--- src/rtl/hqm_aw_rmw_mem_resp.sv ---
// Memory-side responder for the RMW pipe: self-zeroing DEPTH x WIDTH array, fixed-latency reads, sticky errors.
// Parity storage/checking is enabled by defining HQM_AW_RMW_MEM_RESP_PARITY_EN.
//
// state | meaning
// INIT  | writing zero to array[init_cnt] each cycle; commands rejected and flagged
// READY | servicing read/write commands; left only through rst
module hqm_aw_rmw_mem_resp #(
    parameter int DEPTH   = 8,
    parameter int WIDTH   = 32,
    parameter int RD_LAT  = 1,
    parameter int WR_FWD  = 0,
    parameter int DEPTHB2 = (DEPTH > 1) ? $clog2(DEPTH) : 1
) (
    input  logic               clk,
    input  logic               rst,
    input  logic               mem_write,
    input  logic [DEPTHB2-1:0] mem_write_addr,
    input  logic [WIDTH-1:0]   mem_write_data,
    input  logic               mem_read,
    input  logic [DEPTHB2-1:0] mem_read_addr,
    output logic [WIDTH-1:0]   mem_read_data,
    output logic               mem_read_data_v,
    output logic               init_done,
    output logic               err_init_access,
    output logic               err_oor,
    output logic               err_par,
    input  logic               inj_par
);

`ifdef HQM_AW_RMW_MEM_RESP_PARITY_EN
    localparam int AW = WIDTH + 1;
`else
    localparam int AW = WIDTH;
`endif
    localparam logic [DEPTHB2-1:0] LAST_ADDR = DEPTHB2'(DEPTH - 1);

    generate
        if (RD_LAT != 1 && RD_LAT != 2) begin : g_bad_rd_lat
            $error("hqm_aw_rmw_mem_resp: RD_LAT must be 1 or 2");
        end
    endgenerate

    typedef enum logic {
        INIT  = 1'b0,
        READY = 1'b1
    } state_t;

    state_t             state_q, state_d;
    logic [DEPTHB2-1:0] init_cnt_q, init_cnt_d;

    always_comb begin
        state_d    = state_q;
        init_cnt_d = init_cnt_q;
        case (state_q)
            INIT: begin
                init_cnt_d = init_cnt_q + 1'b1;
                if (init_cnt_q == LAST_ADDR) begin
                    state_d = READY;
                end
            end
            READY:   state_d = READY;
            default: state_d = INIT;
        endcase
    end

    always_ff @(posedge clk or posedge rst) begin
        if (rst) begin
            state_q    <= INIT;
            init_cnt_q <= '0;
        end else begin
            state_q    <= state_d;
            init_cnt_q <= init_cnt_d;
        end
    end

    assign init_done = (state_q == READY);

    // Out-of-range addresses only exist when DEPTH leaves part of the address space unused.
    logic wr_oor, rd_oor;
    generate
        if (DEPTH == (1 << DEPTHB2)) begin : g_pow2
            assign wr_oor = 1'b0;
            assign rd_oor = 1'b0;
        end else begin : g_npow2
            localparam logic [DEPTHB2-1:0] DEPTH_L = DEPTHB2'(DEPTH);
            assign wr_oor = (mem_write_addr >= DEPTH_L);
            assign rd_oor = (mem_read_addr >= DEPTH_L);
        end
    endgenerate

    logic ready, wr_fire, rd_fire;
    assign ready   = (state_q == READY);
    assign wr_fire = ready & mem_write & ~wr_oor;
    assign rd_fire = ready & mem_read;

    logic [AW-1:0] wr_word;
`ifdef HQM_AW_RMW_MEM_RESP_PARITY_EN
    assign wr_word = {(^mem_write_data) ^ inj_par, mem_write_data};
`else
    logic unused_inj_par;
    assign wr_word        = mem_write_data;
    assign unused_inj_par = inj_par;
`endif

    // Zero with even parity is all-zero, so INIT needs no parity term.
    logic [AW-1:0] mem [DEPTH];
    always_ff @(posedge clk) begin
        if (state_q == INIT) begin
            mem[init_cnt_q] <= '0;
        end else if (wr_fire) begin
            mem[mem_write_addr] <= wr_word;
        end
    end

    logic [AW-1:0] rd_word;
    always_comb begin
        rd_word = mem[mem_read_addr];
        if ((WR_FWD != 0) && wr_fire && (mem_write_addr == mem_read_addr)) begin
            rd_word = wr_word;
        end
        if (rd_oor) begin
            rd_word = '0;
        end
    end

    logic          out_v_d;
    logic [AW-1:0] out_word_d;
    generate
        if (RD_LAT == 2) begin : g_lat2
            logic          s1_v;
            logic [AW-1:0] s1_word;
            always_ff @(posedge clk or posedge rst) begin
                if (rst) begin
                    s1_v    <= 1'b0;
                    s1_word <= '0;
                end else begin
                    s1_v <= rd_fire;
                    if (rd_fire) begin
                        s1_word <= rd_word;
                    end
                end
            end
            assign out_v_d    = s1_v;
            assign out_word_d = s1_word;
        end else begin : g_lat1
            assign out_v_d    = rd_fire;
            assign out_word_d = rd_word;
        end
    endgenerate

    always_ff @(posedge clk or posedge rst) begin
        if (rst) begin
            mem_read_data_v <= 1'b0;
            mem_read_data   <= '0;
            err_init_access <= 1'b0;
            err_oor         <= 1'b0;
        end else begin
            mem_read_data_v <= out_v_d;
            if (out_v_d) begin
                mem_read_data <= out_word_d[WIDTH-1:0];
            end
            if ((state_q == INIT) && (mem_read || mem_write)) begin
                err_init_access <= 1'b1;
            end
            if (ready && ((mem_write && wr_oor) || (mem_read && rd_oor))) begin
                err_oor <= 1'b1;
            end
        end
    end

`ifdef HQM_AW_RMW_MEM_RESP_PARITY_EN
    always_ff @(posedge clk or posedge rst) begin
        if (rst) begin
            err_par <= 1'b0;
        end else if (out_v_d && (^out_word_d)) begin
            err_par <= 1'b1;
        end
    end
`else
    assign err_par = 1'b0;
`endif

endmodule

--- config.mk ---
export PLATFORM = sky130hd
export DESIGN_NAME = hqm_aw_rmw_mem_resp
export DESIGN_NICKNAME = d
export VERILOG_FILES = /design/src/rtl/hqm_aw_rmw_mem_resp.sv
export SDC_FILE = /design/constraint.sdc
export NUM_CORES = 1
export LEC_CHECK = 0
export ABC_CLOCK_PERIOD_IN_PS = 4100
export CAP_MARGIN = 20
export CORE_ASPECT_RATIO = 1.4
export CORE_UTILIZATION = 55
export DETAILED_ROUTE_END_ITERATION = 8
export DONT_BUFFER_PORTS = 1
export GPL_TIMING_DRIVEN = 0
export PLACE_DENSITY = 0.7
export SLEW_MARGIN = 20
export SYNTH_ARGS = -nofsm -noshare
export SYNTH_HDL_FRONTEND = slang
export SYNTH_SLANG_ARGS = --single-unit
--- constraint.sdc ---
create_clock -name clk -period 4.1 [get_ports clk]
set_clock_uncertainty 0.15 [all_clocks]
set_input_delay 0.41 -clock clk [delete_from_list [all_inputs] [get_ports clk]]
set_output_delay 0.41 -clock clk [all_outputs]
set_load 0.02 [all_outputs]
Word level (Yosys, flattened, before mapping):

Memory sizes are Yosys's and may differ from the RTL's. A register that Yosys moved wholly into a read port is not among the register bits.
Cells that the tools add are included.

* word-level logic and storage cells: 22
* bits in writable memories: 256
* bits in registers: 6
* input bits: 43
* output and inout bits: 37
* memories: 1

Memories
* mem: depth 8, width 32, read ports 1, clocked after Yosys merged registers in 1, write ports 1, RTL line 106 `logic [AW-1:0] mem [DEPTH];`

* reduce and logical (&&, ||, !) cells: 3
* bitwise logic cells: 3
* add/sub/neg operators: 1
* multiplexer cells: 9
* eq/ne operators: 1

Operator list (number)
* $mux W32: 1
* $reduce_or A32 Y1: 1
* $mux W1: 6
* $add A3 B1 Y3 const B: 1
* $eq A3 B3 Y1 const B: 1
* $mux W3: 1
* $and A1 B1 Y1: 2
* $pmux W1 S2: 1
* $logic_and A1 B1 Y1: 1
* $logic_or A1 B1 Y1: 1
* $not A1 Y1: 1

Longest topological paths before layout:

* depth in word-level cells: 6
* mapped depth: 6
* gate-level depth less buffers: 3

Least setup slack after synthesis:

No wires, ideal clock.

* path kind: reg-to-reg
* start: reg state_q (netlist: init_done)
* end: mem mem[7][0] in the netlist's numbering (enable)
* stages on the path, launching flop included: 5
* slack: 1.070 ns
* library setup time: 0.421 ns
* data arrival time: 2.459 ns
* data required time: 3.529 ns
* cell sequence: dfrtp_1 > buf_2 > clkbuf_1 > a31oi_1 > nor2_1

* longest elaborated chain between the ends: 6

Ends and longest elaborated chain
* start: declaration: RTL line 48 `state_t state_q, state_d;`
* start signal: assignment: RTL line 71 `state_q <= state_d;`
* $and A1 B1 Y1: RTL line 93 `assign wr_fire = ready & mem_write & ~wr_oor;`
* $mux W1: RTL line 110 `end else if (wr_fire) begin`
* $mux W1: RTL line 108 `if (state_q == INIT) begin`
* $mux W1 (not written as such): RTL line 111 `mem[mem_write_addr] <= wr_word;`
* $reduce_or A32 Y1 (no source line)
* $mux W3 (no source line) / $mux W1 (equally long branches)
* end: declaration: RTL line 106

Parallel ways exist; a longest one is shown, timed or not.

Worst setup path in the final report:

* start: reg state_q (netlist: init_done)
* end: mem mem[1][2] in the netlist's numbering (enable)

Same word-level chain as after synthesis.

==> impl_results.md <==
* Status: finished with violations
* Failing checks: design-rule violations
* Sequential share of power at 55.0%
* Yosys Warn Count at 0
* Post-DR wirelength/cell at 26.86 microns
* CP Max Fanout at 18
* Layout area overhead at 12.13%
* Placed cell count at 931
* Layout Nets at 751
* Leak at 4.969 nW
* Peak supply drop at 0.3831 mV
* Final non-filler cell total at 983
* Post-route DRC at 6
* CTS Buffer Depth at 3
* Combinational fraction of design power at 6.1%
* Top cell type's share of synthesized area at 65.44%
* R2R setup slack at 900 ps
* Cells after Synth at 665
* RSZ-0062 raised after global routing: no
* CP Launch Type: flop
* Vias in the first global route at 6,572
* IO Pins at 80
* Via density at 6.261
* Dpl cell area at 0.01231 sq mm
* Total GRT Usage at 24.55%
* Routed Wire Length at 26,400 microns
* Sw Pwr at 1.368 mW
* WP data arrival at 3280 ps
* Worst setup path class: flop to flop
* Die width at 125.5 microns
* Initial antenna violation count at 2
* Post-route ant nets at 0
* Slew Limit Fails at 0
* Synth top area cells: edfxtp_1 (65%), dfrtp_1 (8.1%), mux2_2 (6.3%)
* CP max-delay cell: nor2_4
* PD cells at 469.5 mW/mm^2
* Max-cap violations at 0
* Clock slew at reported path FFs at 70 ps
* Seq cells post-synth at 294
* RR Startpoint: init_done
* Post-CTS Setup Bufs at 0
* Router iterations before antenna repair at 6
* Clock latency on the worst-skew pair at 530 ps
* Final RePlAce weighted congestion at 0.7476
* Die height at 174.9 microns
* Via count at 6,155
* Post-DP HPWL at 17,100 microns
* Design area at 0.01317 sq mm
* Slew Limit Headroom at 39.28%
* Switching part of the total at 22.11%
* Largest net degree at the start of global routing at 22
* Period utilization at 78.14%
* Hold path depth at 1
* Crit-path max cell delay at 660 ps
* WHS Endpoint: mem[3][3]
* CP cell instances: buf_2 -> clkbuf_1 -> a31oi_1 -> nor2_4 -> buf_12
* Final hold vios at 0
* Total gr overflow at 0
* Layout cells sized above 1 at 24.28%
* Max H-tree Level at 1
* Post-synth top area cell: edfxtp_1
* CP required at 4170 ps
* Worst reg2reg path depth at 5
* Clock Sinks at 294
* # rows at 62
* Num CTS Buffers at 27
* Die area at 0.02196 sq mm
* Slew @ Worst Pin at 906.6 ps
* Port Buffer Count at 0
* CORE AREA at 0.02071 sq mm
* Clk pwr share at 38.9%
* Root buf cell: clkbuf_16
* P_int at 4.817 mW
* TritonCTS clock tree: yes
* Endpoints failing setup at 0
* CP endpoint kind: flop
* First-pass GRT wire length at 39,150 microns
* Initial core utilization at 56.72%
* Mapped Area at 0.01175 sq mm
* Min-delay src: mem_write_data[3]
* Min-delay worst type: input port to flop
* Syn Area/Cell at 17.67 sq um
* DRT iter0 DRCs at 481
* Sequential area share after synthesis at 73.53%
* Yosys cell types at 28
* Final Critical Period at 3204 ps
* Reg2reg end: mem[1][2]
* Max Fclk at 312.1 MHz
## sequential cells by signal, summed over array words and instances, names as in the netlist
signal,count
err_init_access,1
mem_read_data_v,1
init_cnt_q,3
init_done,1
mem,256
mem_read_data,32
## per-stage QoR
step | utilization (%) | worst slack [ps] | setup TNS [ps] | hold slack, ps | total power, mW
2_1_floorplan | - | 1070 | 0 | 336.5 | 3.713
3_3_place_gp | 58.28 | -747.4 | -144620 | 357.2 | 3.813
3_5_place_dp | 59.44 | 984.3 | 0 | 224.2 | 3.842
4_1_cts | 63.57 | 966.6 | 0 | 126.8 | 6.205
5_1_grt | 63.57 | 884.4 | 0 | 157.9 | 6.351
6_report | 63.60 | 896.2 | 0 | 134.6 | 6.185
## worst max path at each step
stage | startpoint | end | slack (ps) | cells past startpoint
4_1_cts | init_done | mem[3][12] | 970 | 5
3_3_place_gp | init_done | mem[1][17] | -750 | 4
5_1_grt | init_done | mem[1][16] | 880 | 5
2_1_floorplan | init_done | mem[7][0] | 1070 | 4
3_5_place_dp | init_done | mem[3][10] | 980 | 5
6_report | init_done | mem[1][2] | 900 | 5
## routing by layer
layer / global-route usage (%) / share of wire, % / vias to the layer above
met5: 0 / 0 / -
met4: 11.48 / 3.8 / 0
met3: 4.746 / 7.4 / 74
met2: 44.79 / 54 / 249
met1: 27.52 / 35 / 3133
li1: - / - / 2699
## cell type report
type	count	area [sq um]
clock inverter	13	120.1
clock buffer	35	715.7
multi-input combinational	323	2846
antenna	2	5.005
tap	256	320.3
buffer	45	311.5
sequential	294	8638
inverter	4	15.01
fill	1410	7540
timing repair buffer	11	200.2
## cell families after synthesis
group,count (synthesis),share of synthesized area [%]
compound gates,103,7.903
xor+xnor,1,0.07457
simple gates,85,3.685
other cells,1,0.03192
buf+inv,49,2.780
fa+ha+maj,2,0.2130
mux,130,11.78
flops,294,73.53
## power groups by stage
stage                     combinational [mW]  sequential [mW]  clock, mW
after floorplan                        0.262             3.45          0
after global placement                 0.347             3.47          0
after detailed placement               0.377             3.46          0
after CTS                              0.381             3.40       2.42
after global routing                   0.404             3.40       2.54
final                                  0.377             3.40       2.41
## cell usage in the layout (no fill, tap or decap), types with 2 or more instances in the layout
cell,Yosys,layout
dfrtp_1,38,38
nor2b_1,2,2
nand2_1,35,35
dlygate4sd3_1,0,2
clkinv_1,0,3
nor2_4,0,8
ha_1,2,2
nor2_1,10,2
buf_12,4,13
conb_1,1,2
clkinv_2,0,6
mux2_2,66,66
clkbuf_16,0,27
o31ai_2,32,32
diode_2,0,2
clkbuf_1,24,31
buf_4,5,5
edfxtp_1,256,256
o22ai_1,32,32
and3_1,32,32
buf_6,7,7
inv_1,4,3
a31oi_1,5,5
and4b_1,2,2
a22o_1,32,32
bufinv_16,0,2
buf_2,5,5
mux2i_1,64,64
## critical path, delay by kind of cell (launching register included)
family	cells	cell delay [ps]
buf+inv	3	1120
flops	1	460
simple gates	1	660
compound gates	1	500
## repair_timing
action | 4_1_cts | 5_1_grt
hold endpoints to repair | 18 | 0
hold buffers | 2 | 0
gates resized for setup | 0 | 0
## cells in the mapped netlist, drive strengths merged
master / number
nand2: 35
o22a: 1
o22ai: 32
nor2: 10
nor4bb: 1
and4b: 2
and4: 1
buf: 21
mux2: 66
ha: 2
a22o: 32
nand2b: 1
o21bai: 1
edfxtp: 256
a31oi: 5
and3: 32
o31ai: 32
conb: 1
inv: 4
mux2i: 64
or2: 1
xnor2: 1
dfrtp: 38
nor2b: 2
clkbuf: 24
Note: power is estimated with default switching activity, not from simulation.
